$ cat config.mk
export PLATFORM = sky130hd
export DESIGN_NAME = avalon_st_result_source_flat
export DESIGN_NICKNAME = d
export VERILOG_FILES = /design/src/rtl/avalon_st_pkg.sv /design/src/rtl/avalon_st_result_source_if.sv /design/src/rtl/sync_fifo.sv /design/src/rtl/avalon_st_result_source.sv /design/src/flat_wrapper.sv
export SDC_FILE = /design/constraint.sdc
export NUM_CORES = 1
export LEC_CHECK = 0
export BUFFER_PORTS_ARGS = -buffer_cell sky130_fd_sc_hd__buf_4
export CELL_PAD_IN_SITES_DETAIL_PLACEMENT = 0
export CELL_PAD_IN_SITES_GLOBAL_PLACEMENT = 1
export CORE_MARGIN = 3
export CORE_UTILIZATION = 51
export CTS_BUF_LIST = sky130_fd_sc_hd__clkbuf_16
export CTS_CLUSTER_SIZE = 8
export DETAILED_ROUTE_END_ITERATION = 12
export GPL_TIMING_DRIVEN = 1
export PLACE_DENSITY_LB_ADDON = 0.15
export SYNTH_ARGS = -nofsm -noshare
export SYNTH_HDL_FRONTEND = slang
export SYNTH_HIERARCHICAL = 1
export SYNTH_SLANG_ARGS = --single-unit
$ cat constraint.sdc
create_clock -name clk -period 3.9 [get_ports clk]
set_input_delay 0.195 -clock clk [delete_from_list [all_inputs] [get_ports clk]]
set_output_delay 0.195 -clock clk [all_outputs]
set_load 0.02 [all_outputs]
$ cat src/rtl/avalon_st_pkg.sv
// Shared types for the result-to-Avalon-ST serialiser: FSM state encoding and default width.
package avalon_st_pkg;
  localparam int unsigned SZ_DEFAULT = 32;

  typedef enum logic [1:0] {
    IDLE = 2'd0,
    LO   = 2'd1,
    HI   = 2'd2
  } state_t;
endpackage

$ cat src/rtl/avalon_st_result_source_if.sv
// Avalon-ST source bundle (readyLatency 0) carrying one half of a result per beat.
interface avalon_st_result_source_if
  import avalon_st_pkg::*;
#(
  parameter int unsigned SZ = SZ_DEFAULT
);
  logic [SZ-1:0] st_data;
  logic          st_valid;
  logic          st_ready;
  logic          st_sop;
  logic          st_eop;

  modport source (output st_data, output st_valid, output st_sop, output st_eop, input st_ready);
  modport sink   (input st_data, input st_valid, input st_sop, input st_eop, output st_ready);
endinterface

$ cat src/rtl/sync_fifo.sv
// Single-clock FIFO with power-of-two depth; pointers wrap naturally, occupancy is explicit.
module sync_fifo #(
  parameter int unsigned WIDTH = 64,
  parameter int unsigned DEPTH = 4
) (
  input  logic                   clk,
  input  logic                   rst,
  input  logic                   push,
  input  logic                   pop,
  input  logic [WIDTH-1:0]       wr_data,
  output logic [WIDTH-1:0]       rd_data,
  output logic [$clog2(DEPTH):0] count
);
  localparam int unsigned AW = $clog2(DEPTH);
  localparam int unsigned CW = AW + 1;
  localparam logic [CW-1:0] DEPTH_C = CW'(DEPTH);

  logic [WIDTH-1:0] mem_q [DEPTH];
  logic [WIDTH-1:0] mem_d [DEPTH];
  logic [AW-1:0]    wr_ptr_q, wr_ptr_d;
  logic [AW-1:0]    rd_ptr_q, rd_ptr_d;
  logic [CW-1:0]    count_q, count_d;
  logic             push_ok, pop_ok;

  always_comb begin
    push_ok  = push && (count_q != DEPTH_C);
    pop_ok   = pop && (count_q != '0);
    mem_d    = mem_q;
    wr_ptr_d = wr_ptr_q;
    rd_ptr_d = rd_ptr_q;
    count_d  = count_q;
    if (push_ok) begin
      mem_d[wr_ptr_q] = wr_data;
      wr_ptr_d        = wr_ptr_q + AW'(1);
    end
    if (pop_ok) begin
      rd_ptr_d = rd_ptr_q + AW'(1);
    end
    case ({push_ok, pop_ok})
      2'b10:   count_d = count_q + CW'(1);
      2'b01:   count_d = count_q - CW'(1);
      default: count_d = count_q;
    endcase
  end

  always_ff @(posedge clk or posedge rst) begin
    if (rst) begin
      wr_ptr_q <= '0;
      rd_ptr_q <= '0;
      count_q  <= '0;
    end else begin
      wr_ptr_q <= wr_ptr_d;
      rd_ptr_q <= rd_ptr_d;
      count_q  <= count_d;
    end
  end

  // Storage needs no reset: contents are only visible once count says so.
  always_ff @(posedge clk) begin
    mem_q <= mem_d;
  end

  assign rd_data = mem_q[rd_ptr_q];
  assign count   = count_q;
endmodule

$ cat src/rtl/avalon_st_result_source.sv
// Buffers 2*SZ-bit multiplier results and emits each as a two-beat Avalon-ST packet (low half first).
module avalon_st_result_source
  import avalon_st_pkg::*;
#(
  parameter int unsigned SZ    = SZ_DEFAULT,
  parameter int unsigned DEPTH = 4
) (
  input  logic                   clk,
  input  logic                   _rst,
  input  logic [2*SZ-1:0]        res_in,
  input  logic                   res_valid,
  output logic                   res_accept,
  avalon_st_result_source_if.source st,
  output logic                   overflow,
  output logic [$clog2(DEPTH):0] count
);
  localparam int unsigned CW = $clog2(DEPTH) + 1;
  localparam logic [CW-1:0] DEPTH_C = CW'(DEPTH);

  state_t           state_q, state_d;
  logic             overflow_q, overflow_d;
  logic [2*SZ-1:0]  head;
  logic             push, pop;

  sync_fifo #(
    .WIDTH (2*SZ),
    .DEPTH (DEPTH)
  ) u_fifo (
    .clk     (clk),
    .rst     (_rst),
    .push    (push),
    .pop     (pop),
    .wr_data (res_in),
    .rd_data (head),
    .count   (count)
  );

  // Acceptance looks only at registered occupancy, keeping st_ready out of this path.
  assign res_accept = (count < DEPTH_C);
  assign push       = res_valid && res_accept;
  assign pop        = (state_q == HI) && st.st_ready;

  always_comb begin
    state_d     = state_q;
    st.st_valid = 1'b0;
    st.st_sop   = 1'b0;
    st.st_eop   = 1'b0;
    st.st_data  = '0;
    case (state_q)
      IDLE: begin
        if (count != '0) state_d = LO;
      end
      LO: begin
        st.st_valid = 1'b1;
        st.st_sop   = 1'b1;
        st.st_data  = head[SZ-1:0];
        if (st.st_ready) state_d = HI;
      end
      HI: begin
        st.st_valid = 1'b1;
        st.st_eop   = 1'b1;
        st.st_data  = head[2*SZ-1:SZ];
        if (st.st_ready) begin
          // A push landing on the popping edge keeps the stream gap-free.
          state_d = ((count > CW'(1)) || push) ? LO : IDLE;
        end
      end
      default: state_d = IDLE;
    endcase
  end

  always_comb begin
    overflow_d = overflow_q | (res_valid & ~res_accept);
  end

  always_ff @(posedge clk or posedge _rst) begin
    if (_rst) begin
      state_q    <= IDLE;
      overflow_q <= 1'b0;
    end else begin
      state_q    <= state_d;
      overflow_q <= overflow_d;
    end
  end

  assign overflow = overflow_q;
endmodule

$ cat src/flat_wrapper.sv
// flat-port wrapper written by rule: the top's interface ports become plain ports
module avalon_st_result_source_flat import avalon_st_pkg::*;
#(
  parameter int unsigned SZ    = SZ_DEFAULT,
  parameter int unsigned DEPTH = 4
)
  (clk, _rst, res_in, res_valid, res_accept, overflow, count, st_st_data, st_st_valid, st_st_sop, st_st_eop, st_st_ready);
  avalon_st_result_source_if #(.SZ(SZ)) st_i ();
  input  logic clk;
  input  logic _rst;
  input  logic [2*SZ-1:0] res_in;
  input  logic res_valid;
  output logic res_accept;
  output logic overflow;
  output logic [$clog2(DEPTH):0] count;
  output wire logic [$bits(st_i.st_data)-1:0] st_st_data;
  output wire logic [$bits(st_i.st_valid)-1:0] st_st_valid;
  output wire logic [$bits(st_i.st_sop)-1:0] st_st_sop;
  output wire logic [$bits(st_i.st_eop)-1:0] st_st_eop;
  input wire logic [$bits(st_i.st_ready)-1:0] st_st_ready;
  assign st_st_data = st_i.st_data;
  assign st_st_valid = st_i.st_valid;
  assign st_st_sop = st_i.st_sop;
  assign st_st_eop = st_i.st_eop;
  assign st_i.st_ready = st_st_ready;
  avalon_st_result_source #(.SZ(SZ), .DEPTH(DEPTH)) u_core (.clk(clk), ._rst(_rst), .res_in(res_in), .res_valid(res_valid), .res_accept(res_accept), .st(st_i), .overflow(overflow), .count(count));
endmodule
-- Word-level counts from Yosys, hierarchy flattened
Cells that the tools add are included.
- output and inout port bits: 40
- input bits: 68
- flip-flop bits (word level): 266
- logic and storage cells: 58
- add/subtract/negate cells: 4
- reduce and logical (&&, ||, !) cells: 11
- bitwise logic cells: 5
- eq/ne operators: 8
- $lt $le $gt $ge: 5
- multiplexer cells: 16
- operator list (kind ; number):
    bitwise mux 256 bit ; 1
    2-to-1 mux 64 bit ; 3
    binary-select mux 64 bit (select 2 bit) ; 1
    demux 64 bit (select 2 bit) ; 1
    one-hot mux 32 bit (2 select lines) ; 1
    >= comparator 3 bit, second input constant ; 2
    2-to-1 mux 2 bit ; 3
    NOT 2 -> 3 bit ; 2
    one-hot mux 2 bit (3 select lines) ; 1
    one-hot mux 3 bit (2 select lines) ; 1
    logical AND 1 bit ; 5
    adder 2 x 1 -> 2 bit, second input constant ; 2
    equality test 2 x 1 -> 1 bit, second input constant ; 2
    equality test 2 bit, second input constant ; 2
    2-to-1 mux 1 bit ; 4
    inequality test 2 bit, second input constant ; 2
    adder 3 x 1 -> 3 bit, second input constant ; 1
    greater-than comparator 3 x 1 -> 1 bit, second input constant ; 1
    less-than comparator 3 x 1 -> 1 bit, second input constant ; 1
    less-than comparator 3 bit, second input constant ; 1
    inequality test 3 bit, second input constant ; 1
    AND reduction 3 bit ; 1
    nonzero test 3 bit ; 1
    subtractor 3 x 1 -> 3 bit, second input constant ; 1
    other kinds (8) ; 8

-- Logic depth before layout (Yosys ltp)
Gate-level depths: netlist of run 1.
- depth after elaboration: 6
- mapped depth: 12
- mapped depth without buffers: 10

-- Hierarchy
Netlist of run 1, hierarchy kept.
- by module, submodules not included (module ; seq. area each (um2) ; instances ; area an instance (um2) ; cells an instance):
    sync_fifo ; 7862.5 ; 1 ; 9643.0 ; 371
    avalon_st_result_source ; 75.1 ; 1 ; 738.2 ; 98

-- Worst setup path after synthesis of run 1
Ideal clock, no wire load.
- path kind: register -> register
- start: reg u_core.u_fifo.count_q[2] (netlist: u_core/u_fifo/count[2])
- end: reg u_core/u_fifo/mem_q[0] (netlist name), enable pin
- path slack: 0.763 ns
- period minus slack after synthesis: 3.137 ns
- path buffers: 0
- arrival: 2.708 ns
- required time: 3.471 ns
- setup time: 0.429 ns
- stages on the path, launching flop included: 5
- path through: dfrtp_1 and2b_2 inv_1 a31oi_1 and2_1
- cells in the longest elaborated chain, start to end: 3
- elaborated cells between the ends (all ways): 4
- those cells by class: 1 x order compare; 1 x eq/ne; 2 x reduce/logical
- ends and longest elaborated chain (what ; RTL line ; RTL):
    start, declared ; sync_fifo.sv:22 ; logic [CW-1:0] count_q, count_d;
    start signal, assigned ; sync_fifo.sv:54 ; count_q <= count_d;
    less-than comparator 3 bit ; avalon_st_result_source.sv:39 ; assign res_accept = (count < DEPTH_C);
    logical AND 1 bit ; avalon_st_result_source.sv:40 ; assign push = res_valid && res_accept;
    named net u_core.push ; avalon_st_result_source.sv:23 ; logic push, pop;
    logical AND 1 bit ; sync_fifo.sv:26 ; push_ok = push && (count_q != DEPTH_C);
    end signal, assigned ; sync_fifo.sv:60 ; mem_q <= mem_d;
    end, declared ; sync_fifo.sv:18 ; logic [WIDTH-1:0] mem_q [DEPTH];
The timed path passes the listed nets, and every way through them passes these cells.
A chain may end at the register's enable or synchronous reset.

-- Worst setup path in the final report of run 1
- start: reg u_core.u_fifo.rd_ptr_q[0]
- end: out st_st_data[1]
- cells in the longest elaborated chain, start to end: 5
- ends and longest elaborated chain (what ; RTL line ; RTL):
    start, declared ; sync_fifo.sv:21 ; logic [AW-1:0] rd_ptr_q, rd_ptr_d;
    start signal, assigned ; sync_fifo.sv:53 ; rd_ptr_q <= rd_ptr_d;
    NOT 2 -> 3 bit (implied by the code) ; sync_fifo.sv:63 ; assign rd_data = mem_q[rd_ptr_q];
    binary-select mux 64 bit (select 2 bit) ; sync_fifo.sv:63 ;
    2-to-1 mux 64 bit (implied by the code) (2 in series) ; sync_fifo.sv:63 ;
    named net u_core.head[33] ; avalon_st_result_source.sv:22 ; logic [2*SZ-1:0] head;
    one-hot mux 32 bit (2 select lines) ; avalon_st_result_source.sv:49 ; case (state_q)
    end, declared ; flat_wrapper.sv:16 ; output wire logic [$bits(st_i.st_data)-1:0] st_st_data;
The timed path passes the listed nets, and every way through them passes these cells. The select of a mux whose other input is x is not followed.

==> metrics.txt, run 1 <==
GRT Total Usage=18.7%; vias=5,234; # IOs=108; largest net degree at the start of global routing=66; Fin Setup TNS=0 ps; synthesized area per cell=22.1 um^2; syn nets=548; crit path capture type=output port; Detail Route Antenna Nets=0; Layout Nets=740; Post-Synthesis Cells=469; drt pass-1 iters=5; Core Footprint=0.0197 mm^2; dpl cell area=0.0114 mm^2; Tmin final=2910 ps; Worst setup SP type=flop; share of the synthesized area in the top cell type=74.1%; clk sink count=266; Iter 0 DRT Violations=336; Syn-to-layout area delta=26.9%; clock tree from TritonCTS=done; number of global-route vias before repair=5,677; Root Buffer=clkbuf_16; Post-synth ARST share=3.76%; Reg clk slew, reported paths=50 ps; crit path max fanout=42; Seq cells post-synth=266; total CTS buffers=39; post-route DRC violation count=0; IO buf count=107; f_max=344 MHz; slew at the pin closest to its max-slew limit=1030 ps; synth unique cells=28; RSZ-0062 raised after global routing=no; htree depth=2; Worst-Skew Late Latency=500 ps; Mapped Area=0.0104 mm^2; status=completed; period utilization=74.6%; clk_skew=14.8 ps; Post-synth top cells=edfxtp_1, mux4_2, a22oi_1, nor2b_1, inv_1; post-CTS sizing=0; Crit Path Category=reg2out; Hold Crit Class=in2reg; total grt overflow=0; Worst Path Required=3700 ps; layout cell share with drive strength beyond 1=34.3%; top cells by area, synth=edfxtp_1, mux4_2, dfrtp_1; final instance area=0.0132 mm^2; DIE WIDTH=149 um; power density over the cells=735 mW/mm^2; maximum vdd drop=0.400 mV; max-capacitance violation count=0; sequential share of the synthesized area=76.5%; Static Leakage=4.58 nW; Synth area leader=edfxtp_1; die area=0.0221 mm^2; initial antenna violation count=1; DR WL/cell=21.3 um; GP Congestion=0.688; Final Hold Fails=0; top_reg_cell synth=edfxtp_1; Initial Utilization=52.6%; Rel. slew slack=31.7%; WP data arrival=2710 ps; routed wire length=20,100 um; EDFF count, synth=256; pins over their slew limit=0; DP HPWL=10,300 um; final setup fails=0; global-route wire length before repair=31,600 um; # rows=51; vias per inst=5.55; height of the die=149 um; clock buffer depth=3; Warnings, synthesis=6; most common cell in the netlist=edfxtp_1
registers in the layout (all words and copies together), names as in the netlist:
| name | count |
|---|---|
| u_core/overflow | 1 |
| u_core/state_q | 2 |
| u_core/u_fifo/count | 3 |
| u_core/u_fifo/mem_q | 256 |
| u_core/u_fifo/rd_ptr_q | 2 |
| u_core/u_fifo/wr_ptr_q | 2 |
per-stage QoR:
step / cells / hold WS, ps / util, % / setup WS (ps) / total power, mW
CTS: 942 / 58.7 / 66.8 / 888 / 9.82
finish: 943 / 80.9 / 66.8 / 992 / 9.68
global placement: 819 / 86.4 / 57.9 / 1380 / 6.76
detailed placement: 819 / 94.5 / 57.9 / 1260 / 6.81
global route: 943 / 71.6 / 66.8 / 765 / 10.2
floorplan: 469 / -51.4 / - / 763 / 5.89
timing repair:
item | 4_1_cts | 5_1_grt
setup buffers | 0 | 0
endpoints found under the hold margin | 267 | 0
hold buffers | 66 | 0
layout by cell type (no fill, tap or decap), types with 8 or more instances in the layout:
master,netlist,final
clkbuf_16,0,40
inv_1,12,26
edfxtp_1,256,256
mux4_2,64,64
dfrtp_1,10,8
a22oi_1,32,32
buf_4,2,109
dlygate4sd3_1,0,66
ha_1,10,8
nor2b_1,32,32
critical path, stage by stage, from the launching register on:
cell,delay (ps)
dfrtp_4,750
buf_12,380
mux4_2,560
a22oi_1,220
nor2b_1,70
buf_4,160
final cells by class:
class / instances / area, um^2
diodes: 1 / 2.50
fillers: 1288 / 6550
well taps: 265 / 332
clock inverters: 17 / 86.3
multi-input cells: 166 / 2260
inverters: 12 / 45.0
repair buffers: 176 / 1500
clock buffers: 40 / 1000
flip-flops and latches: 266 / 7950
power breakdown:
group          total (mW)  switching (mW)  internal (mW)  leakage [nW]
sequential           3.96           0.345           3.61          2.44
combinational        2.80            1.42           1.39          1.56
clock                2.92            1.10           1.82         0.583
routing by layer:
layer	vias up	GRT usage, %	part of all wire [%]
li1	2318	-	-
met1	2739	26.7	43
met2	152	30.1	51
met3	25	4.30	5.2
met4	0	4.57	1.4
met5	-	0	0
final timing paths:
check	start	to	slack, ps	depth (start not counted)
min in group asynchronous	_rst	u_core/state_q[0]	130	3
max	u_core/u_fifo/rd_ptr_q[0]	st_st_data[1]	990	5
min reg2reg	u_core/overflow	u_core/overflow	470	1
max in group asynchronous	_rst	u_core/u_fifo/rd_ptr_q[0]	3430	3
max reg2reg	u_core/u_fifo/count[2]	u_core/u_fifo/mem_q[112]	1260	4
min	st_st_ready	u_core/state_q[1]	80	3
logic make-up after synthesis:
kind of cell    after synthesis  share of synthesized area, %
fa+ha+maj                    11                          1.40
mux                          68                          14.4
xor+xnor                      6                         0.506
flops                       266                          76.5
buf+inv                      37                          1.93
simple gates                 45                          2.70
compound gates               36                          2.63
Note: power is estimated with default switching activity, not from simulation.
==> run 2: changes to the inputs <==
- CORE_UTILIZATION: 51 -> 46
- clock period: 3.9 -> 2.42 ns (I/O delays scaled with it)
==> metrics.txt, run 2 (same netlist as run 1, synthesis figures left out) <==
max-capacitance violation count=0 (unchanged); power density over the cells=1200 mW/mm^2 (+63%); final setup fails=0 (unchanged); clock buffer depth=3 (unchanged); Worst Reg-to-Reg Cells=10 (+6); clk_skew=14.8 ps (+0.00900 ps); Worst Hold Depth=3 (unchanged); total CTS buffers=39 (unchanged); crit path max fanout=6 (-86%); f_max=422 MHz; reg2reg start=u_core/state_q[0]; height of the die=156 um (+5.1%); Hold Crit Class=in2reg; R2R Path End=u_core/u_fifo/count[2]; worst hold endpoint=u_core/state_q[1]; net load switching power=4.89 mW (+71%); clock tree from TritonCTS=done; Worst setup SP type=flop; Sw Share=29.7% (+0.17 points); Reg power frac=36.8% (-4.1 points); most frequent cells in the layout=edfxtp_1, buf_4, dlygate4sd3_1, mux4_2, clkbuf_16; most common cell after layout, fill and taps aside=edfxtp_1; Final Hold Fails=0 (unchanged); crit path capture type=output port; Core Footprint=0.0220 mm^2 (+12%); Comb power frac=34.7% (+5.7 points); status=completed; global-route wire length before repair=32,800 um (+3.7%); layout cell share with drive strength beyond 1=38.4% (+4.1 points); # rows=54 (+5.9%); Crit Path Category=reg2out; slew at the pin closest to its max-slew limit=353 ps (-672 ps); total grt overflow=0 (unchanged); post-route DRC violation count=0 (unchanged); clk sink count=266 (unchanged); htree depth=2 (unchanged); Reg clk slew, reported paths=50 ps (about the same); crit-path cells=buf_12 -> clkbuf_16 -> buf_4 -> mux4_2 -> a22oi_2 -> nor2b_1 -> buf_4; IO buf count=107 (unchanged); Detail Route Antenna Nets=0 (unchanged); largest net degree at the start of global routing=36 (-45%); Syn-to-layout area delta=32.2%; most used cell, CP=buf_4; DR WL/cell=21.9 um (+2.9%); n_diodes=0 (-1); Initial Utilization=47.1% (-5.5 points); clock power share=28.5% (-1.6 points); # IOs=108 (unchanged); DIE WIDTH=156 um (+5.1%); Worst-Skew Late Latency=500 ps (about the same); vias=5,359 (+2.4%); vias per inst=5.45 (-1.9%); Rel. slew slack=76.5% (+45 points); GRT Total Usage=17.6% (-1.1 points); Root Buffer=clkbuf_16; GP Congestion=0.675 (-2.0%); die area=0.0244 mm^2 (+10%); critical path's slowest cell=dfrtp_4; maximum vdd drop=0.635 mV (+59%); number of global-route vias before repair=5,732 (+0.97%); Layout Nets=767 (+3.6%); DP HPWL=11,700 um (+13%); slowest cell delay on critical path=500 ps (-250 ps); max reg flops=256 (unchanged); Tmin final=2370 ps; drt pass-1 iters=4 (-1); Largest Register=u_core/u_fifo/mem_q; R2R setup slack=210 ps (-1050 ps); routed wire length=21,600 um (+7.4%); RSZ-0062 raised after global routing=yes; initial antenna violation count=0 (-1); post-layout util=62.3% (-4.5 points); Tot Pwr=16.4 mW (+70%); Worst Min Path Start=st_st_ready; Worst Path Required=2300 ps (-1400 ps); pins over their slew limit=0 (unchanged); period utilization=97.8%; Internal Power=11.6 mW (+69%); Iter 0 DRT Violations=317 (-5.7%); Filler cells=1,573 (+22%); Static Leakage=4.82 nW (+5.1%); WP data arrival=2250 ps (-460 ps)
==> run 2: routing by layer <==
| metal | global-route usage (%) | wire (um) | vias up |
|---|---|---|---|
| met4 | 4.38 | 304 | 0 |
| met3 | 3.35 | 1010 | 30 |
| met5 | 0 | 0 | - |
| met1 | 24.4 | 9350 | 2814 |
| met2 | 29.4 | 10900 | 134 |
| li1 | - | - | 2381 |
==> run 2: final cells by class <==
class | instances | area (um^2) | share of cell area (%)
inverters | 12 | 45.0 | 0.328
flip-flops and latches | 266 | 7950 | 57.9
repair buffers | 203 | 1980 | 14.5
clock inverters | 17 | 86.3 | 0.629
clock buffers | 40 | 1000 | 7.30
multi-input cells | 166 | 2310 | 16.8
well taps | 280 | 350 | 2.55
==> run 2: power by group through the flow <==
| stage | sequential [mW] | combinational (mW) | clock, mW |
|---|---|---|---|
| 3_3_place_gp | 6.08 | 5.15 | 0 |
| 3_5_place_dp | 6.13 | 5.16 | 0 |
| 2_1_floorplan | 6.07 | 3.40 | 0 |
| 4_1_cts | 6.07 | 5.44 | 4.81 |
| 5_1_grt | 6.10 | 6.14 | 5.03 |
| 6_report | 6.04 | 5.70 | 4.69 |
==> run 2: worst max path at each step <==
stage / endpoint / slack [ps] / from
after floorplan: u_core/u_fifo/mem_q[0] / -40 / u_core/u_fifo/count[2]
after detailed placement: u_core/u_fifo/count[2] / 300 / u_core/state_q[0]
after global placement: u_core/u_fifo/count[2] / 340 / u_core/state_q[0]
final: st_st_data[14] / 50 / u_core/u_fifo/rd_ptr_q[0]
after global routing: st_st_data[24] / -10 / u_core/u_fifo/rd_ptr_q[0]
after CTS: st_st_data[16] / 0.4 / u_core/u_fifo/rd_ptr_q[0]
==> run 2: worst max-delay path: cells and delay by family, from the launching register on <==
| family | cells | cell delay, ps |
|---|---|---|
| and+or+nand+nor | 1 | 70 |
| AOI/OAI and AO/OA | 1 | 150 |
| DFF | 1 | 500 |
| muxes | 1 | 420 |
| buffers and inverters | 4 | 600 |
==> run 2: repair_timing <==
item,CTS,global route
resized for setup,11,7
endpoints found under the hold margin,267,0
hold buffers,66,0
pin swaps,4,0
endpoints found under the setup margin,11,24
gates cloned,1,5
setup buffers,0,3
==> run 2: through the flow <==
step	area [um^2]	setup slack [ps]	setup TNS [ps]	cells	hold slack, ps
4_1_cts	13500	0.393	0	976	13.5
5_1_grt	13700	-13.7	-26.8	984	16.5
3_3_place_gp	11700	342	0	852	18.1
6_report	13700	52.2	0	984	34.1
2_1_floorplan	10400	-36.1	-9240	469	-125
3_5_place_dp	11700	300	0	852	27.6
==> run 3: changes to the inputs <==
- PLACE_DENSITY_LB_ADDON: 0.15 -> 0.1
==> metrics.txt, run 3 (same netlist as run 1, synthesis figures left out) <==
status=completed; Worst Reg-to-Reg Cells=10 (unchanged); # IOs=108 (unchanged); IO buf count=107 (unchanged); layout cell share with drive strength beyond 1=40.1% (+1.7 points); Final Non-Filler Cells=986 (+0.20%); f_max=419 MHz (-0.80%); total CTS buffers=39 (unchanged); reg2reg start=u_core/state_q[0]; slew at the pin closest to its max-slew limit=493 ps (+140 ps); most frequent cells in the layout=edfxtp_1, buf_4, dlygate4sd3_1, mux4_2, clkbuf_16; final instance area=0.0138 mm^2 (+0.64%); crit path max fanout=6 (unchanged); global-route wire length before repair=32,900 um (+0.38%); vias=5,381 (+0.41%); Crit Path Category=reg2out; Sw Share=30.2% (+0.52 points); Reg power frac=36.4% (-0.4 points); Iter 0 DRT Violations=342 (+7.9%); Filler cells=1,579 (+0.38%); DR WL/cell=22.2 um (+1.5%); Worst Path Required=2300 ps (about the same); Reg clk slew, reported paths=50 ps (about the same); Tot Pwr=16.8 mW (+1.9%); Fin Setup TNS=0 ps (unchanged); placed cell count=852 (unchanged); most common cell after layout, fill and taps aside=edfxtp_1; routed wire length=21,900 um (+1.7%); dpl cell area=0.0117 mm^2 (-0.21%); initial antenna violation count=0 (unchanged); period utilization=98.6% (+0.79 points); clk_skew=16.0 ps (+1.13 ps); net load switching power=5.07 mW (+3.7%); DIE WIDTH=156 um (unchanged); Root Buffer=clkbuf_16; worst hold-check slack=19.4 ps (-14.7 ps); drt pass-1 iters=4 (unchanged); Worst Min Path Start=st_st_ready; clock tree from TritonCTS=done; Rel. slew slack=67.1% (-9.4 points); GRT Total Usage=17.7% (+0.11 points); Internal Power=11.7 mW (+1.1%); R2R setup slack=230 ps (+20 ps); WP data arrival=2270 ps (+20 ps); post-route DRC violation count=0 (unchanged); Tmin final=2390 ps (+19.1 ps); crit path from=u_core/u_fifo/rd_ptr_q[0]; Largest Register=u_core/u_fifo/mem_q; Syn-to-layout area delta=33.0%; Hold Crit Class=in2reg; Final Hold Fails=0 (unchanged); Worst-Skew Late Latency=520 ps (+20 ps); R2R Path End=u_core/u_fifo/count[2]; Layout Nets=769 (+0.26%); maximum vdd drop=0.693 mV (+9.2%); GP Congestion=0.709 (+5.2%); post-layout util=62.7% (+0.40 points); Detail Route Antenna Nets=0 (unchanged); RSZ-0062 raised after global routing=yes; clock buffer depth=3 (unchanged); vias per inst=5.46 (+0.21%); total grt overflow=0 (unchanged); clock power share=28.6% (about the same); crit path capture type=output port; die area=0.0244 mm^2 (unchanged); Comb power frac=35.0% (+0.3 points); final setup fails=0 (unchanged); pins over their slew limit=0 (unchanged); power density over the cells=1210 mW/mm^2 (+1.2%); Static Leakage=4.84 nW (+0.48%); height of the die=156 um (unchanged); Core Footprint=0.0220 mm^2 (unchanged); dpl ws=265 ps (-35.1 ps); number of global-route vias before repair=5,873 (+2.5%); Initial Utilization=47.1% (unchanged); # rows=54 (unchanged); n_diodes=0 (unchanged); htree depth=2 (unchanged); clk sink count=266 (unchanged); crit path to=st_st_data[2]; max reg flops=256 (unchanged); Worst setup SP type=flop; final worst setup slack=33.1 ps (-19.1 ps); largest net degree at the start of global routing=45 (+25%); max-capacitance violation count=0 (unchanged); DP HPWL=11,800 um (+0.93%)
-- run 3: changes by cell type in the layout (fill, tap and decap cells not counted), sizes merged --
cell and change:
clkbuf +1, buf +1
-- run 3: power groups by stage --
stage | Combinational, mW | Sequential (mW) | Clock [mW]
after floorplan | 3.40 | 6.07 | 0
after global placement | 5.03 | 6.22 | 0
after detailed placement | 5.05 | 6.27 | 0
after CTS | 5.34 | 6.12 | 4.91
after global routing | 6.29 | 6.16 | 5.12
final | 5.86 | 6.10 | 4.78
-- run 3: critical path, stage by stage (launching register included) --
cell       delay (ps)
dfrtp_4           480
buf_12            170
clkbuf_16         170
mux4_2            490
a22oi_1           200
nor2b_1            70
buf_4             160
-- run 3: worst min-delay path by stage --
stage / to / cells after the start
6_report: u_core/state_q[1] / 3
2_1_floorplan: u_core/overflow / 1
4_1_cts: u_core/state_q[0] / 3
3_3_place_gp: u_core/overflow / 2
5_1_grt: u_core/state_q[0] / 3
3_5_place_dp: u_core/overflow / 2
-- run 3: timing repair --
action | in CTS | in global routing
pin swaps | 0 | 18
endpoints found under the setup margin | 29 | 24
resized for setup | 5 | 25
cloned | 0 | 7
hold endpoints to repair | 267 | 0
hold buffers | 66 | 0
buffers inserted | 3 | 1
-- run 3: final cells by class --
| class | instances | area (um^2) | share of cell area (%) |
|---|---|---|---|
| clock buffers | 40 | 1000 | 7.25 |
| flip-flops and latches | 266 | 7950 | 57.5 |
| inverters | 12 | 45.0 | 0.326 |
| clock inverters | 17 | 111 | 0.806 |
| well taps | 280 | 350 | 2.54 |
| multi-input cells | 166 | 2360 | 17.1 |
| repair buffers | 205 | 1990 | 14.4 |
-- run 3: layer usage --
layer	share of wire (%)	vias up	GRT usage, %
met2	51	161	30.1
met5	0	-	0
met4	1.9	0	5.17
met3	5.4	34	3.54
li1	-	2376	-
met1	42	2810	23.5
